[config.mk]
export PLATFORM = sky130hd
export DESIGN_NAME = axis_layer_sequencer_flat
export DESIGN_NICKNAME = d
export VERILOG_FILES = /design/src/rtl/axis_layer_sequencer_if.sv /design/src/rtl/axis_layer_sequencer.sv /design/src/flat_wrapper.sv
export SDC_FILE = /design/constraint.sdc
export NUM_CORES = 1
export LEC_CHECK = 0
export CAP_MARGIN = 40
export CORE_MARGIN = 2
export CORE_UTILIZATION = 59
export DETAILED_ROUTE_END_ITERATION = 10
export DONT_BUFFER_PORTS = 1
export PLACE_DENSITY = 0.85
export SETUP_SLACK_MARGIN = 0.3
export SLEW_MARGIN = 30
export SYNTH_ARGS = -nofsm -noshare
export SYNTH_HDL_FRONTEND = slang
export SYNTH_SLANG_ARGS = --single-unit
[constraint.sdc]
create_clock -name aclk -period 5.2 [get_ports aclk]
set_clock_uncertainty 0.1 [all_clocks]
set_input_delay 0.26 -clock aclk [delete_from_list [all_inputs] [get_ports aclk]]
set_output_delay 0.26 -clock aclk [all_outputs]
set_load 0.005 [all_outputs]
[src/rtl/axis_layer_sequencer_if.sv]
// rtl/axis_layer_sequencer_if.sv - command and stream handshake bundle for the layer sequencer
interface axis_layer_sequencer_if #(
  parameter int ITR_W = 16
) ();
  logic             s_cmd_valid;
  logic             s_cmd_ready;
  logic [ITR_W-1:0] s_cmd_itr;
  logic             s_axis_tvalid;
  logic             s_axis_tready;
  logic             s_axis_tlast;
  logic             s_axis_is_cfg;
  logic             m_axis_tvalid;
  logic             m_axis_tready;
  logic             m_axis_tlast;

  modport slave (
    input  s_cmd_valid, s_cmd_itr,
    input  s_axis_tvalid, s_axis_tlast, s_axis_is_cfg,
    input  m_axis_tready,
    output s_cmd_ready, s_axis_tready,
    output m_axis_tvalid, m_axis_tlast
  );

  modport master (
    output s_cmd_valid, s_cmd_itr,
    output s_axis_tvalid, s_axis_tlast, s_axis_is_cfg,
    output m_axis_tready,
    input  s_cmd_ready, s_axis_tready,
    input  m_axis_tvalid, m_axis_tlast
  );
endinterface

[src/rtl/axis_layer_sequencer.sv]
// rtl/axis_layer_sequencer.sv - per-layer valid/ready gate between input pipe and conv engine
module axis_layer_sequencer #(
  parameter int ITR_W   = 16,
  parameter int BEAT_W  = 24,
  parameter int TIMEOUT = 1048576
) (
  input  logic                  aclk,
  input  logic                  areset,
  axis_layer_sequencer_if.slave bus,
  input  logic                  abort,
  output logic                  busy,
  output logic                  done,
  output logic                  err_timeout,
  output logic [BEAT_W-1:0]     beat_count,
  output logic [BEAT_W-1:0]     cfg_count,
  output logic [ITR_W-1:0]      itr_count
);

  typedef enum logic [1:0] {IDLE, RUN, DONE, ERR} state_t;

  localparam int IDLE_W = (TIMEOUT > 1) ? $clog2(TIMEOUT + 1) : 1;
  localparam logic [IDLE_W-1:0] TIMEOUT_V = IDLE_W'(TIMEOUT);

  state_t            state;
  state_t            state_nxt;
  logic [ITR_W-1:0]  itr_total;
  logic [IDLE_W-1:0] idle_cnt;
  logic              gate;
  logic              beat;
  logic              cmd_fire;
  logic              last_itr;
  logic              wd_expire;

  // Gate comes straight from the state register so the datapath sees no extra latency.
  assign gate      = (state == RUN);
  assign beat      = gate && bus.s_axis_tvalid && bus.m_axis_tready;
  assign cmd_fire  = (state == IDLE) && bus.s_cmd_valid;
  assign last_itr  = beat && bus.s_axis_tlast && (itr_count == itr_total - ITR_W'(1));
  assign wd_expire = (TIMEOUT != 0) && gate && !beat &&
                     ((idle_cnt + IDLE_W'(1)) == TIMEOUT_V);

  assign bus.m_axis_tvalid = gate && bus.s_axis_tvalid;
  assign bus.s_axis_tready = gate && bus.m_axis_tready;
  assign bus.m_axis_tlast  = gate && bus.s_axis_tlast;
  assign bus.s_cmd_ready   = (state == IDLE);
  assign busy              = (state != IDLE);
  assign done              = (state == DONE);

  always_comb begin
    state_nxt = state;
    case (state)
      IDLE: begin
        if (cmd_fire) begin
          state_nxt = (bus.s_cmd_itr == '0) ? DONE : RUN;
        end
      end
      RUN: begin
        // Abort outranks completion and timeout.
        if (abort) begin
          state_nxt = IDLE;
        end else if (last_itr) begin
          state_nxt = DONE;
        end else if (wd_expire) begin
          state_nxt = ERR;
        end
      end
      DONE:    state_nxt = IDLE;
      ERR:     state_nxt = IDLE;
      default: state_nxt = IDLE;
    endcase
  end

  always_ff @(posedge aclk) begin
    if (areset) begin
      state       <= IDLE;
      itr_total   <= '0;
      idle_cnt    <= '0;
      err_timeout <= 1'b0;
      beat_count  <= '0;
      cfg_count   <= '0;
      itr_count   <= '0;
    end else begin
      state <= state_nxt;
      if (cmd_fire) begin
        itr_total   <= bus.s_cmd_itr;
        idle_cnt    <= '0;
        err_timeout <= 1'b0;
        beat_count  <= '0;
        cfg_count   <= '0;
        itr_count   <= '0;
      end else if (gate) begin
        // A beat in an abort cycle has already crossed the gate, so it is still counted.
        if (beat) begin
          idle_cnt <= '0;
          if (beat_count != '1) begin
            beat_count <= beat_count + BEAT_W'(1);
          end
          if (bus.s_axis_is_cfg && (cfg_count != '1)) begin
            cfg_count <= cfg_count + BEAT_W'(1);
          end
          if (bus.s_axis_tlast) begin
            itr_count <= itr_count + ITR_W'(1);
          end
        end else if (TIMEOUT != 0) begin
          idle_cnt <= idle_cnt + IDLE_W'(1);
        end
        if (wd_expire && !abort) begin
          err_timeout <= 1'b1;
        end
      end
    end
  end

endmodule

[src/flat_wrapper.sv]
// flat-port wrapper written by rule: the top's interface ports become plain ports
module axis_layer_sequencer_flat 
#(
  parameter int ITR_W   = 16,
  parameter int BEAT_W  = 24,
  parameter int TIMEOUT = 1048576
)
  (aclk, areset, abort, busy, done, err_timeout, beat_count, cfg_count, itr_count, bus_s_cmd_valid, bus_s_cmd_itr, bus_s_axis_tvalid, bus_s_axis_tlast, bus_s_axis_is_cfg, bus_m_axis_tready, bus_s_cmd_ready, bus_s_axis_tready, bus_m_axis_tvalid, bus_m_axis_tlast);
  axis_layer_sequencer_if #(.ITR_W(ITR_W)) bus_i ();
  input  logic aclk;
  input  logic areset;
  input  logic abort;
  output logic busy;
  output logic done;
  output logic err_timeout;
  output logic [BEAT_W-1:0] beat_count;
  output logic [BEAT_W-1:0] cfg_count;
  output logic [ITR_W-1:0] itr_count;
  input wire logic [$bits(bus_i.s_cmd_valid)-1:0] bus_s_cmd_valid;
  input wire logic [$bits(bus_i.s_cmd_itr)-1:0] bus_s_cmd_itr;
  input wire logic [$bits(bus_i.s_axis_tvalid)-1:0] bus_s_axis_tvalid;
  input wire logic [$bits(bus_i.s_axis_tlast)-1:0] bus_s_axis_tlast;
  input wire logic [$bits(bus_i.s_axis_is_cfg)-1:0] bus_s_axis_is_cfg;
  input wire logic [$bits(bus_i.m_axis_tready)-1:0] bus_m_axis_tready;
  output wire logic [$bits(bus_i.s_cmd_ready)-1:0] bus_s_cmd_ready;
  output wire logic [$bits(bus_i.s_axis_tready)-1:0] bus_s_axis_tready;
  output wire logic [$bits(bus_i.m_axis_tvalid)-1:0] bus_m_axis_tvalid;
  output wire logic [$bits(bus_i.m_axis_tlast)-1:0] bus_m_axis_tlast;
  assign bus_i.s_cmd_valid = bus_s_cmd_valid;
  assign bus_i.s_cmd_itr = bus_s_cmd_itr;
  assign bus_i.s_axis_tvalid = bus_s_axis_tvalid;
  assign bus_i.s_axis_tlast = bus_s_axis_tlast;
  assign bus_i.s_axis_is_cfg = bus_s_axis_is_cfg;
  assign bus_i.m_axis_tready = bus_m_axis_tready;
  assign bus_s_cmd_ready = bus_i.s_cmd_ready;
  assign bus_s_axis_tready = bus_i.s_axis_tready;
  assign bus_m_axis_tvalid = bus_i.m_axis_tvalid;
  assign bus_m_axis_tlast = bus_i.m_axis_tlast;
  axis_layer_sequencer #(.ITR_W(ITR_W), .BEAT_W(BEAT_W), .TIMEOUT(TIMEOUT)) u_core (.aclk(aclk), .areset(areset), .bus(bus_i), .abort(abort), .busy(busy), .done(done), .err_timeout(err_timeout), .beat_count(beat_count), .cfg_count(cfg_count), .itr_count(itr_count));
endmodule
# == Word-level counts from Yosys, hierarchy flattened ==
# Index checks and enable logic that the tools add are counted.
# op_classes
reduce_logical,23
n_eq_ne,9
n_mux,7
addsub,5
# op_table
cell,n
$add A24 B1 Y24 const B,2
$ne A24 B24 Y1 const B,2
$add A21 B1 Y21 const B,1
$eq A21 B21 Y1 const B,1
$mux W21,1
$add A16 B1 Y16 const B,1
$eq A16 B16 Y1,1
$logic_not A16 Y1,1
$sub A16 B1 Y16 const B,1
$logic_and A1 B1 Y1,11
$mux W2,5
$reduce_and A3 Y1,3
$pmux W2 S3,1
$eq A2 B2 Y1 const B,2
$ne A4 B4 Y1 const B,1
$reduce_and A2 Y1,2
$reduce_or A2 Y1,2
$eq A2 B1 Y1 const B,1
$logic_not A1 Y1,2
$logic_not A2 Y1,1
$ne A2 B1 Y1 const B,1
$reduce_bool A2 Y1,1
# word_totals
ff_bits,104
inputBits,24
output_inout_bits,71

# == Depth between registers and ports, before layout ==
# Gate-level depths: netlist of run 1.
# depth
word_depth,10
depth_mapped,10
ltp_nobuf,9

# == Worst setup path before layout of run 1 ==
# OpenSTA, ideal clock, no wires.
# synth_path
path_kind,register to register
start,register u_core.itr_total[0]
end,register u_core.state[0]
slack_ps,2517
synth_period_minus_slack_ps,2683
n_path_buf,1
t_arrival_ps,2469
required_ps,4985
stages_incl_launch_ff,10
path_cell_list,dfxtp_1 > clkbuf_1 > inv_1 > ha_1 > or4b_1 > nor3_1 > a31oi_1 > or4_1 > o31a_1 > o21a_1
# synth_between
elab_chain_cells,6
word_cells_on_any_way,8
cone_classes,add/sub (1); eq/ne (2); mux (3); reduce/logical (2)
# synth_rtl
item,line_no,rtl
from (decl),axis_layer_sequencer.sv:26,logic [ITR_W-1:0] itr_total;
from (signal assigned),axis_layer_sequencer.sv:85,itr_total <= bus.s_cmd_itr;
$sub A16 B1 Y16 *,axis_layer_sequencer.sv:38,assign last_itr = beat && bus.s_axis_tlast && (itr_count == itr_total - ITR_W'(1));
$eq A16 B16 Y1 *,axis_layer_sequencer.sv:38,
$logic_and A1 B1 Y1 *,axis_layer_sequencer.sv:38,
$mux W2,axis_layer_sequencer.sv:61,end else if (last_itr) begin
$mux W2,axis_layer_sequencer.sv:59,if (abort) begin
$pmux W2 S3,axis_layer_sequencer.sv:51,case (state)
to (signal assigned),axis_layer_sequencer.sv:83,state <= state_nxt;
to (decl),axis_layer_sequencer.sv:24,state_t state;
# Every way passes the cells marked *; elsewhere a longest branch is shown, timed or not.
# A chain may end at the register's enable or synchronous reset.

# == Worst setup path after layout of run 1 ==
# layout_path
start,register u_core.state[0]
end,register u_core.state[0]
# layout_between
elab_chain_cells,8
word_cells_on_any_way,19
cone_classes,eq/ne (5); mux (3); reduce/logical (11)
# layout_rtl
item,line_no,rtl
$eq A2 B1 Y1,"axis_layer_sequencer.sv:35, axis_layer_sequencer.sv:51",
$logic_and A1 B1 Y1 (2 in series),axis_layer_sequencer.sv:36,assign beat = gate && bus.s_axis_tvalid && bus.m_axis_tready;
$logic_and A1 B1 Y1 or $logic_not A1 Y1 (tied branches),"axis_layer_sequencer.sv:38, axis_layer_sequencer.sv:39",
$logic_and A1 B1 Y1 (on tied branches),"axis_layer_sequencer.sv:38, axis_layer_sequencer.sv:39",
$mux W2 or $logic_and A1 B1 Y1 (tied branches),"axis_layer_sequencer.sv:61, axis_layer_sequencer.sv:39",
$mux W2 or $ne A4 B4 Y1 (tied branches),n/a,
$pmux W2 S3 or $reduce_and A2 Y1 (tied branches),n/a,
# Several ways; a longest one is shown, not always the timed one.

==> metrics.csv, run 1 <==
metric;value;unit
outcome;completed;
CTS H-tree depth;3;
die span in x;100.4;um
sw power;397.7;uW
Post-CTS Repair Setup Buffers;0;
GPL Wtd Cong;0.8892;
Site Rows;35;
combinational share of power;0.108;
pins over their slew limit;0;
CP cell instances;and4b_1, and2_1, and4_1, o2111ai_1, or4_1, o31a_1, o21a_1;
CP arrival;3.07;ns
DR pass1 iterations;5;
Sink Count;104;
Netlist cell types;51;
# diodes;0;
first-pass GRT wire length;21550;um
Initial Util;0.6023;
largest fanout on the critical path;20;
Post-Layout Inst Area;5879;um2
worst-margin pin slew;0.7836;ns
type of the worst setup path;register to register;
# IOs;95;
synth-to-layout area growth;7.161;%
Clk pwr share;0.330;
number of buffers created by CTS;9;
CP bufs+invs;0;
r2r startpoint;u_core.state[0];
sequential fraction of design power;0.563;
synth warn;0;
GRT Resource Usage Total;0.2601;
DRC violation count after routing;0;
clk root buf;clkbuf_8;
port bufs;0;
sw frac;0.2717;
largest net degree at the start of global routing;42;
initial antenna violation count;0;
drt wl/cell;15.97;um
Critical Path Source;u_core.state[0];
Setup Viol. Count Final;0;
HP Class;input pin to register;
layout cells sized above 1;0.03949;
Pleak;1.933;nW
HP Start;abort;
vias in the first global route;4627;
setup ws final;2.308;ns
Area after DPL;5517;um2
Seq/Total Area, Yosys;0.3795;
Layout fillers;743;
Worst-path clk slew;0.10;ns
# hold bufs at CTS;17;
Routed Antenna Nets;0;
Relative slew margins;0.4728;
Pint;1.066;mW
Pwr Density;248.9;nW/um2
Peak VDD IR;0.1786;mV
fin crit share;0.5561;
slowest stage delay, CP;0.70;ns
Synth Flop Type;dfxtp_1;
global route overflow;0;
Via-to-Cell Ratio;6.215;
slowest cell on the critical path;and4b_1;
core region area;9109;um2
async set-reset flop share out of synthesis;0;
post-route setup TNS;0;ns
Total Die Area;10090;um2
DP HPWL;9086;um
syn nets;741;
dpl ws;2.340;ns
Crit path max-delay family;simple AND/OR/NAND/NOR gates;
worst skew pair latency;0.37;ns
post-cts resize count;0;
CTS tree;built;
Layout Nets;733;
f_max;345.8;MHz
via count;5096;
Hold Fails Final Rpt;0;
WP data required;5.38;ns
RSZ-0062 raised after global routing;no;
syn avg cell area;7.706;um2
element type at the critical path start;register;
Routed WL;13090;um
Worst Setup End Kind;register;
DRT iter0 DRCs;347;
Cells after DPL;787;
Non-Filler Instances;820;
Longest Clk Path Bufs;2;
Cells after Synth;712;
synthesized area;5487;um2
Yosys reg bits;104;
Post-synth EDFFs;0;
Die Ht;100.4;um
fin crit period;2.892;ns
maxcap violations;0;
[stage by stage]
| stage | power, mW | util | hold slack (ns) |
|---|---|---|---|
| after floorplan | 0.9531 | - | 0.2960 |
| after global placement | 0.9736 | 0.6018 | 0.2332 |
| after detailed placement | 0.9821 | 0.6056 | 0.2365 |
| after CTS | 1.467 | 0.6451 | 0.01125 |
| after global routing | 1.522 | 0.6455 | 0.02497 |
| final | 1.464 | 0.6455 | 0.02161 |
[metal layers]
layer / track usage / part of all wire
met1: 0.3248 / 0.41
met2: 0.4264 / 0.48
met3: 0.08496 / 0.083
met4: 0.08219 / 0.026
met5: 0 / 0
[worst paths after layout]
check                               to  depth (start not counted)  slack [ns]
setup / recovery       u_core.state[0]                          7        2.31
hold / removal      u_core.err_timeout                          3        0.02
setup reg to reg       u_core.state[0]                          7        2.31
hold reg to reg   u_core.itr_total[13]                          2        0.40
[sequential cells by signal, summed over array words and instances (netlist names)]
name,cells
u_core.state,2
u_core.itr_count,16
u_core.beat_count,24
u_core.cfg_count,24
u_core.itr_total,16
u_core.idle_cnt,21
u_core.err_timeout,1
[final cells by class]
type / count / area, um2 / area share
multi-input cells: 554 / 3197 / 0.5437
clock inverters: 5 / 47.55 / 0.008087
inverters: 14 / 52.55 / 0.008938
clock buffers: 11 / 141.4 / 0.02405
well taps: 111 / 138.9 / 0.02362
repair buffers: 21 / 220.2 / 0.03745
flip-flops and latches: 104 / 2082 / 0.3541
[cells in the final DEF (no fill, tap or decap), drive strengths merged, types with 5 or more instances in the layout]
| cell type | instances |
|---|---|
| xnor2 | 43 |
| or3 | 16 |
| inv | 17 |
| a31oi | 5 |
| and3 | 12 |
| nor2 | 96 |
| ha | 5 |
| and4 | 13 |
| nor4 | 17 |
| and2 | 13 |
| nand4 | 22 |
| a21oi | 56 |
| o21ai | 31 |
| dfxtp | 104 |
| dlygate4sd3 | 17 |
| nand3 | 37 |
| clkbuf | 11 |
| nor2b | 6 |
| xor2 | 35 |
| nand2 | 82 |
| nor3 | 25 |
[cell usage after synthesis (all sizes together) (2+ instances only)]
cell | number | area (um2)
dfxtp | 104 | 2082
nor2 | 96 | 360.4
nand2 | 82 | 307.8
a21oi | 56 | 280.3
xnor2 | 43 | 376.6
nand3 | 37 | 185.2
xor2 | 35 | 306.5
clkbuf | 32 | 121.4
o21ai | 31 | 155.1
nor3 | 25 | 130.1
nand4 | 22 | 137.6
nor4 | 17 | 118.9
or3 | 16 | 100.1
inv | 14 | 52.55
and2 | 13 | 81.33
and4 | 13 | 113.9
and3 | 12 | 75.07
buf | 8 | 40.04
nor2b | 6 | 37.54
a31oi | 5 | 31.28
ha | 5 | 62.56
mux2i | 4 | 40.04
nor3b | 4 | 30.03
nand2b | 3 | 18.77
nor4b | 3 | 26.28
o2111ai | 3 | 26.28
a22oi | 2 | 15.01
o221ai | 2 | 17.52
o31ai | 2 | 15.01
or2 | 2 | 12.51
or4 | 2 | 18.77
[cell families (layout without fill, tap and decap cells)]
logic type | Yosys count | in the layout | share of synthesized area
AOI/OAI and AO/OA | 109 | 109 | 0.1106
buffers and inverters | 54 | 51 | 0.03900
and+or+nand+nor | 358 | 358 | 0.3277
adders and majority gates | 5 | 5 | 0.01140
xor gates and xnor gates | 78 | 78 | 0.1245
muxes | 4 | 4 | 0.007298
DFF | 104 | 104 | 0.3795
[power by group through the flow]
stage / clock network [mW] / logic, mW / registers [mW]
floorplan: 0 / 0.119 / 0.834
global placement: 0 / 0.133 / 0.841
global route: 0.522 / 0.174 / 0.826
detailed placement: 0 / 0.141 / 0.841
CTS: 0.490 / 0.154 / 0.823
finish: 0.482 / 0.157 / 0.824
[worst min-delay path: cells and delay by family]
kind,cells,cell delay (ns)
AND/OR/NAND/NOR,2,0.12
AO/OA/AOI/OAI,1,0.07
Power figures use the tool's default switching activity.
==> inputs of run 2 (changes only) <==
- clock period: 5.2 -> 3 ns (I/O delays scaled with it)
==> run 2 against run 1 <==
Register-to-register slack worse by 1.9 ns. Worst hold slack better by 0.072 ns. Sequential power is 74% higher. Sequential share of layout area is 0.84 points lower. Critical endpoint unchanged. Final area is 2.5% higher. Core utilization is 1.6 points higher. Highest routed layer unchanged.
==> metrics.csv, run 2 (synthesis gave the netlist of run 1 again) <==
metric;value;unit;change
# IOs;95;;unchanged
synth-to-layout area growth;9.829;%;was 7.161%
CTS tree;built;;unchanged
Clk pwr share;0.341;;was 0.330
most common cell after layout, fill and taps aside;dfxtp_1;;unchanged
GRT Resource Usage Total;0.2691;;was 0.2601
element type at the critical path start;register;;unchanged
combinational share of power;0.112;;was 0.108
outcome;completed;;unchanged
Routed Antenna Nets;0;;unchanged
vias in the first global route;4835;;was 4,627
DRC violation count after routing;0;;unchanged
worst-margin pin slew;0.6603;ns;was 0.7836 ns
top flop regs;u_core.beat_count (24), u_core.cfg_count (24), u_core.idle_cnt (21);;unchanged
global route overflow;0;;unchanged
post-route setup TNS;0;ns;unchanged
number of buffers created by CTS;9;;unchanged
Total Die Area;10090;um2;unchanged
Pwr Density;433.6;nW/um2;was 248.9 nW/um2
Worst Setup End Kind;register;;unchanged
port bufs;0;;unchanged
HP Start;bus_s_cmd_itr[14];;was abort
HP Class;input pin to register;;unchanged
CP arrival;2.75;ns;was 3.07 ns
Initial Util;0.6023;;unchanged
largest net degree at the start of global routing;43;;was 42
f_max;391.1;MHz;was 345.8 MHz
fin crit period;2.557;ns;was 2.892 ns
drt wl/cell;16.20;um;was 15.97 um
Site Rows;35;;unchanged
largest fanout on the critical path;7;;was 20
Worst-path clk slew;0.11;ns;was 0.10 ns
Layout Nets;743;;was 733
clk root buf;clkbuf_8;;unchanged
RSZ-0062 raised after global routing;no;;unchanged
fin crit share;0.8522;;was 0.5561
commonest cells after routing, fill and taps aside;dfxtp_1 (103), nor2_1 (96), nand2_1 (82);;was dfxtp_1 (104), nor2_1 (96), nand2_1 (82)
sw power;755.4;uW;was 397.7 uW
first-pass GRT wire length;22180;um;was 21,550 um
GPL Wtd Cong;0.9195;;was 0.8892
WP data required;3.19;ns;was 5.38 ns
r2r startpoint;u_core.itr_total[0];;was u_core.state[0]
DP HPWL;9200;um;was 9086 um
Relative slew margins;0.5583;;was 0.4728
sw frac;0.2891;;was 0.2717
core region area;9109;um2;unchanged
Pint;1.857;mW;was 1.066 mW
via count;5108;;was 5,096
Critical Path Source;u_core.itr_total[0];;was u_core.state[0]
CTS H-tree depth;3;;unchanged
die span in x;100.4;um;unchanged
Peak VDD IR;0.2314;mV;was 0.1786 mV
DRT iter0 DRCs;393;;was 347
Die Ht;100.4;um;unchanged
sequential fraction of design power;0.547;;was 0.563
maxcap violations;0;;unchanged
Via-to-Cell Ratio;6.154;;was 6.215
Setup Viol. Count Final;0;;unchanged
Pleak;1.999;nW;was 1.933 nW
Longest Clk Path Bufs;2;;unchanged
# diodes;0;;unchanged
Routed WL;13450;um;was 13,090 um
layout cells sized above 1;0.06120;;was 0.03949
Hold Fails Final Rpt;0;;unchanged
Sink Count;104;;unchanged
initial antenna violation count;0;;unchanged
Layout fillers;741;;was 743
pins over their slew limit;0;;unchanged
Final Core Density;0.6615;;was 0.6455
DR pass1 iterations;5;;unchanged
worst skew pair latency;0.38;ns;was 0.37 ns
worst hold margin;0.09348;ns;was 0.02161 ns
type of the worst setup path;register to register;;unchanged
-- run 2: stage by stage --
stage | total power, mW | instance area [um2] | worst slack, ns | instances
after floorplan | 1.652 | 5487 | 0.3168 | 712
after global placement | 1.700 | 5574 | 0.3460 | 794
after detailed placement | 1.707 | 5574 | 0.2473 | 794
after CTS | 2.614 | 5977 | 0.3165 | 829
after global routing | 2.722 | 6026 | 0.2735 | 830
final | 2.613 | 6026 | 0.4434 | 830
-- run 2: timing repair --
item                                    CTS  global route
hold buffers                             19             0
pin swaps                                 0             1
resized for setup                         1             9
endpoints found under the setup margin    1             4
hold endpoints to repair                 19             0
setup buffers                             0             1
-- run 2: per-layer routing --
metal | track usage | vias up | wire length [um]
met2 | 0.4295 | 210 | 6237
met4 | 0.1138 | 0 | 375
met5 | 0 | - | 0
li1 | - | 2478 | -
met1 | 0.3304 | 2380 | 5596
met3 | 0.09401 | 40 | 1236
-- run 2: area by class of cell --
cell class | count | area [um2] | area share
sequential | 104 | 2083 | 0.3457
timing repair buffer | 31 | 305.3 | 0.05066
tap | 111 | 138.9 | 0.02305
multi-input combinational | 554 | 3238 | 0.5374
inverter | 14 | 52.55 | 0.008721
clock buffer | 9 | 123.9 | 0.02056
clock inverter | 7 | 83.83 | 0.01391
-- run 2: power by group through the flow --
stage | sequential (mW) | clock, mW | combinational, mW
after floorplan | 1.45 | 0 | 0.206
after global placement | 1.46 | 0 | 0.244
after detailed placement | 1.46 | 0 | 0.249
after CTS | 1.43 | 0.911 | 0.276
after global routing | 1.43 | 0.965 | 0.324
final | 1.43 | 0.891 | 0.293
-- run 2: path summary, 6_finish.rpt --
| check | end | cells after the start | slack [ns] |
|---|---|---|---|
| worst min register to register | u_core.itr_total[15] | 2 | 0.38 |
| worst max-delay path | u_core.state[0] | 8 | 0.44 |
| worst max register to register | u_core.state[0] | 8 | 0.44 |
| worst min-delay path | u_core.state[0] | 4 | 0.09 |
-- run 2: critical path, cell delays in order, from the launching register on --
cell and delay [ns]:
dfxtp_1 0.33, inv_1 0.11, ha_4 0.18, or4b_4 0.49, nor3_4 0.19, a31oi_1 0.10
or4_1 0.52, o31a_1 0.26, o21a_1 0.18
==> inputs of run 3 (changes only) <==
- ABC_AREA: default -> 1
- CELL_PAD_IN_SITES_DETAIL_PLACEMENT: default -> 0
- CELL_PAD_IN_SITES_GLOBAL_PLACEMENT: default -> 1
- CORE_UTILIZATION: 59 -> 46
- PLACE_DENSITY: 0.85 -> default
- PLACE_DENSITY_LB_ADDON: default -> 0.3
==> run 3 against run 2 <==
Synthesized cell count increased by 27%. Core utilization decreased by 14 points. Global-route usage decreased by 4.5 points. Total power increased by 19%. Wire length increased by 18%. Combinational power increased by 24%. Critical endpoint is now u_core.state[1]. Sequential share of layout area decreased by 4.4 points. Non-clock buffer count decreased by 6. Die area increased by 42%.
==> metrics.csv, run 3 <==
metric;value;unit;change
outcome;completed;;unchanged
type of the worst setup path;register to register;;unchanged
clk root buf;clkbuf_16;;was clkbuf_8
Hold Fails Final Rpt;0;;unchanged
sequential fraction of design power;0.465;;was 0.547
GPL Wtd Cong;0.8549;;was 0.9195
first-pass GRT wire length;26250;um;was 22,180 um
die span in x;119.7;um;was 100.4 um
Total Die Area;14340;um2;was 10,090 um2
pins over their slew limit;0;;unchanged
worst flop-to-flop path endpoint;u_core.state[1];;was u_core.state[0]
Post-CTS Repair Setup Buffers;0;;unchanged
largest fanout on the critical path;4;;was 7
Synth Flop Type;dfxtp_1;;unchanged
Routed WL;15820;um;was 13,450 um
CP arrival;2.74;ns;was 2.75 ns
vias in the first global route;5575;;was 4,835
Site Rows;42;;was 35
DRC violation count after routing;0;;unchanged
DP HPWL;11490;um;was 9200 um
core region area;13140;um2;was 9109 um2
worst-margin pin slew;0.6446;ns;was 0.6603 ns
r2r setup slk;0.47;ns;was 0.44 ns
Post-synth EDFFs;0;;unchanged
HP Class;input pin to register;;unchanged
synth warn;0;;unchanged
synth-to-layout area growth;12.18;%;was 9.829%
area leader, netlist;dfxtp_1;;unchanged
Cells after DPL;1068;;was 794
maxcap violations;0;;unchanged
# IOs;95;;unchanged
DR pass1 iterations;4;;was 5
fin crit share;0.8442;;was 0.8522
top flop regs;u_core.beat_count (24), u_core.cfg_count (24), u_core.idle_cnt (21);;unchanged
Worst Hold End;u_core.itr_count[0];;was u_core.state[0]
Seq/Total Area, Yosys;0.3379;;was 0.3795
Layout Nets;954;;was 743
Pwr Density;448.0;nW/um2;was 433.6 nW/um2
Netlist cell types;47;;was 51
HP Start;bus_s_axis_tlast;;was bus_s_cmd_itr[14]
Worst-path clk slew;0.07;ns;was 0.11 ns
Pint;2.276;mW;was 1.857 mW
Non-Filler Instances;1106;;was 830
global route overflow;0;;unchanged
# diodes;0;;unchanged
top cells by area, synth;dfxtp_1 (34%), nand2_1 (13%), nor2_1 (6.5%), a21oi_1 (6.0%), inv_1 (5.9%);;was dfxtp_1 (38%), xnor2_1 (6.9%), nor2_1 (6.6%), nand2_1 (5.6%), xor2_1 (5.6%)
Cells after Synth;907;;was 712
worst r2r path cells;15;;was 8
worst skew pair latency;0.36;ns;was 0.38 ns
f_max;394.9;MHz;was 391.1 MHz
sw power;821.1;uW;was 755.4 uW
most frequent cell after synthesis;nand2_1;;was dfxtp_1
Sink Count;104;;unchanged
number of buffers created by CTS;9;;unchanged
drt wl/cell;14.30;um;was 16.20 um
CTS tree;built;;unchanged
hold path cells;3;;was 4
sw frac;0.2651;;was 0.2891
combinational share of power;0.117;;was 0.112
Post-Layout Inst Area;6913;um2;was 6026 um2
Via-to-Cell Ratio;5.208;;was 6.154
async set-reset flop share out of synthesis;0;;unchanged
WP data required;3.20;ns;was 3.19 ns
largest net degree at the start of global routing;34;;was 43
Die Ht;119.7;um;was 100.4 um
Area after DPL;6312;um2;was 5574 um2
Yosys reg bits;104;;unchanged
Synth top area share;0.3379;;was 0.3795
GRT Resource Usage Total;0.2241;;was 0.2691
Longest Clk Path Bufs;2;;unchanged
Clk pwr share;0.418;;was 0.341
RSZ-0062 raised after global routing;no;;unchanged
syn avg cell area;6.794;um2;was 7.706 um2
Peak VDD IR;0.3019;mV;was 0.2314 mV
fin crit period;2.532;ns;was 2.557 ns
most common cell after layout, fill and taps aside;nand2_1;;was dfxtp_1
element type at the critical path start;register;;unchanged
via count;5760;;was 5,108
Layout fillers;1331;;was 741
synthesized area;6162;um2;was 5487 um2
syn nets;936;;was 741
DRT iter0 DRCs;312;;was 393
Routed Antenna Nets;0;;unchanged
Initial Util;0.4690;;was 0.6023
Setup Viol. Count Final;0;;unchanged
top post-synthesis cells by count;nand2_1 (213), nor2_1 (107), dfxtp_1 (104);;was dfxtp_1 (104), nor2_1 (96), nand2_1 (82)
Relative slew margins;0.5703;;was 0.5583
port bufs;0;;unchanged
post-route setup TNS;0;ns;unchanged
Worst Setup End Kind;register;;unchanged
commonest cells after routing, fill and taps aside;nand2_1 (213), nor2_1 (105), dfxtp_1 (103);;was dfxtp_1 (103), nor2_1 (96), nand2_1 (82)
Pleak;2.387;nW;was 1.999 nW
layout cells sized above 1;0.1065;;was 0.06120
final total power;3.097;mW;was 2.613 mW
initial antenna violation count;0;;unchanged
r2r startpoint;u_core.itr_total[1];;was u_core.itr_total[0]
CTS H-tree depth;3;;unchanged
[run 3: changes by cell type after synthesis, moves of 12 or more]
cell | previous run | this run
nand2_1 | 82 | 213
and2_1 | 13 | 0
inv_1 | 14 | 97
a21oi_1 | 56 | 74
or3_1 | 16 | 0
and4_1 | 13 | 0
xnor2_1 | 43 | 16
o21ai_0 | 30 | 42
clkbuf_1 | 31 | 7
nor2_2 | 0 | 12
[run 3: logic make-up (layout without fill, tap and decap cells)]
kind of cell    after synthesis  after routing  share of synthesized area
compound gates              134            134                     0.1182
xor+xnor                     50             50                    0.07228
fa+ha+maj                     5              5                    0.01015
buf+inv                     130            153                    0.08548
flops                       104            104                     0.3379
simple gates                484            484                     0.3760
[run 3: worst max-delay path by stage]
stage	startpoint	end	slack (ns)	depth (start not counted)
3_3_place_gp	u_core.beat_count[0]	u_core.beat_count[1]	0.74	9
5_1_grt	u_core.itr_total[1]	u_core.state[1]	0.30	15
6_report	u_core.itr_total[1]	u_core.state[1]	0.47	15
3_5_place_dp	u_core.beat_count[0]	u_core.beat_count[23]	0.66	9
2_1_floorplan	u_core.idle_cnt[0]	u_core.state[0]	1.04	14
4_1_cts	u_core.itr_total[0]	u_core.state[1]	0.32	15
[run 3: power by group through the flow]
stage          Sequential (mW)  Combinational (mW)  Clock, mW
5_1_grt                   1.44               0.416       1.36
3_5_place_dp              1.47               0.321          0
2_1_floorplan             1.46               0.262          0
6_report                  1.44               0.363       1.29
4_1_cts                   1.44               0.347       1.31
3_3_place_gp              1.47               0.316          0
[run 3: final cells by class]
cell class / instances / area (um2) / share of cell area
Clock inverter: 6 / 90.09 / 0.01303
Clock buffer: 10 / 229.0 / 0.03312
Multi-Input combinational cell: 673 / 3613 / 0.5227
Inverter: 112 / 421.7 / 0.06100
Tap cell: 176 / 220.2 / 0.03186
Sequential cell: 104 / 2083 / 0.3014
Timing Repair Buffer: 25 / 255.2 / 0.03692
[run 3: critical path, stage by stage, from the launching register on]
cell and delay [ns]:
dfxtp_1 0.30, inv_1 0.14, ha_4 0.18, nand3_2 0.14
nor2_2 0.16, nand2_1 0.12, nand3_1 0.10, nand2_1 0.05
nor2_1 0.08, nand2_1 0.06, nor2_1 0.10, nand3_1 0.16
nand3_2 0.11, nand3_1 0.06, nor2_1 0.08, dlygate4sd3_1 0.54
[run 3: stage by stage]
stage	setup WS (ns)	utilization	hold WS, ns
after CTS	0.3235	0.5215	0.03940
after global routing	0.2984	0.5262	0.08101
after detailed placement	0.6631	0.4805	0.1286
after floorplan	1.040	-	0.1223
after global placement	0.7422	0.4805	0.1243
final	0.4675	0.5262	0.03930
[run 3: per-layer routing]
layer,wire length [um],GRT usage,vias to the layer above
li1,-,-,2965
met1,7287,0.2883,2626
met2,7394,0.3729,150
met3,857,0.04183,19
met4,277,0.08529,0
met5,0,0,-
[run 3: timing repair]
action	CTS	global route
endpoints found under the setup margin	0	1
hold buffers	22	0
gates resized for setup	0	15
hold endpoints to repair	20	0
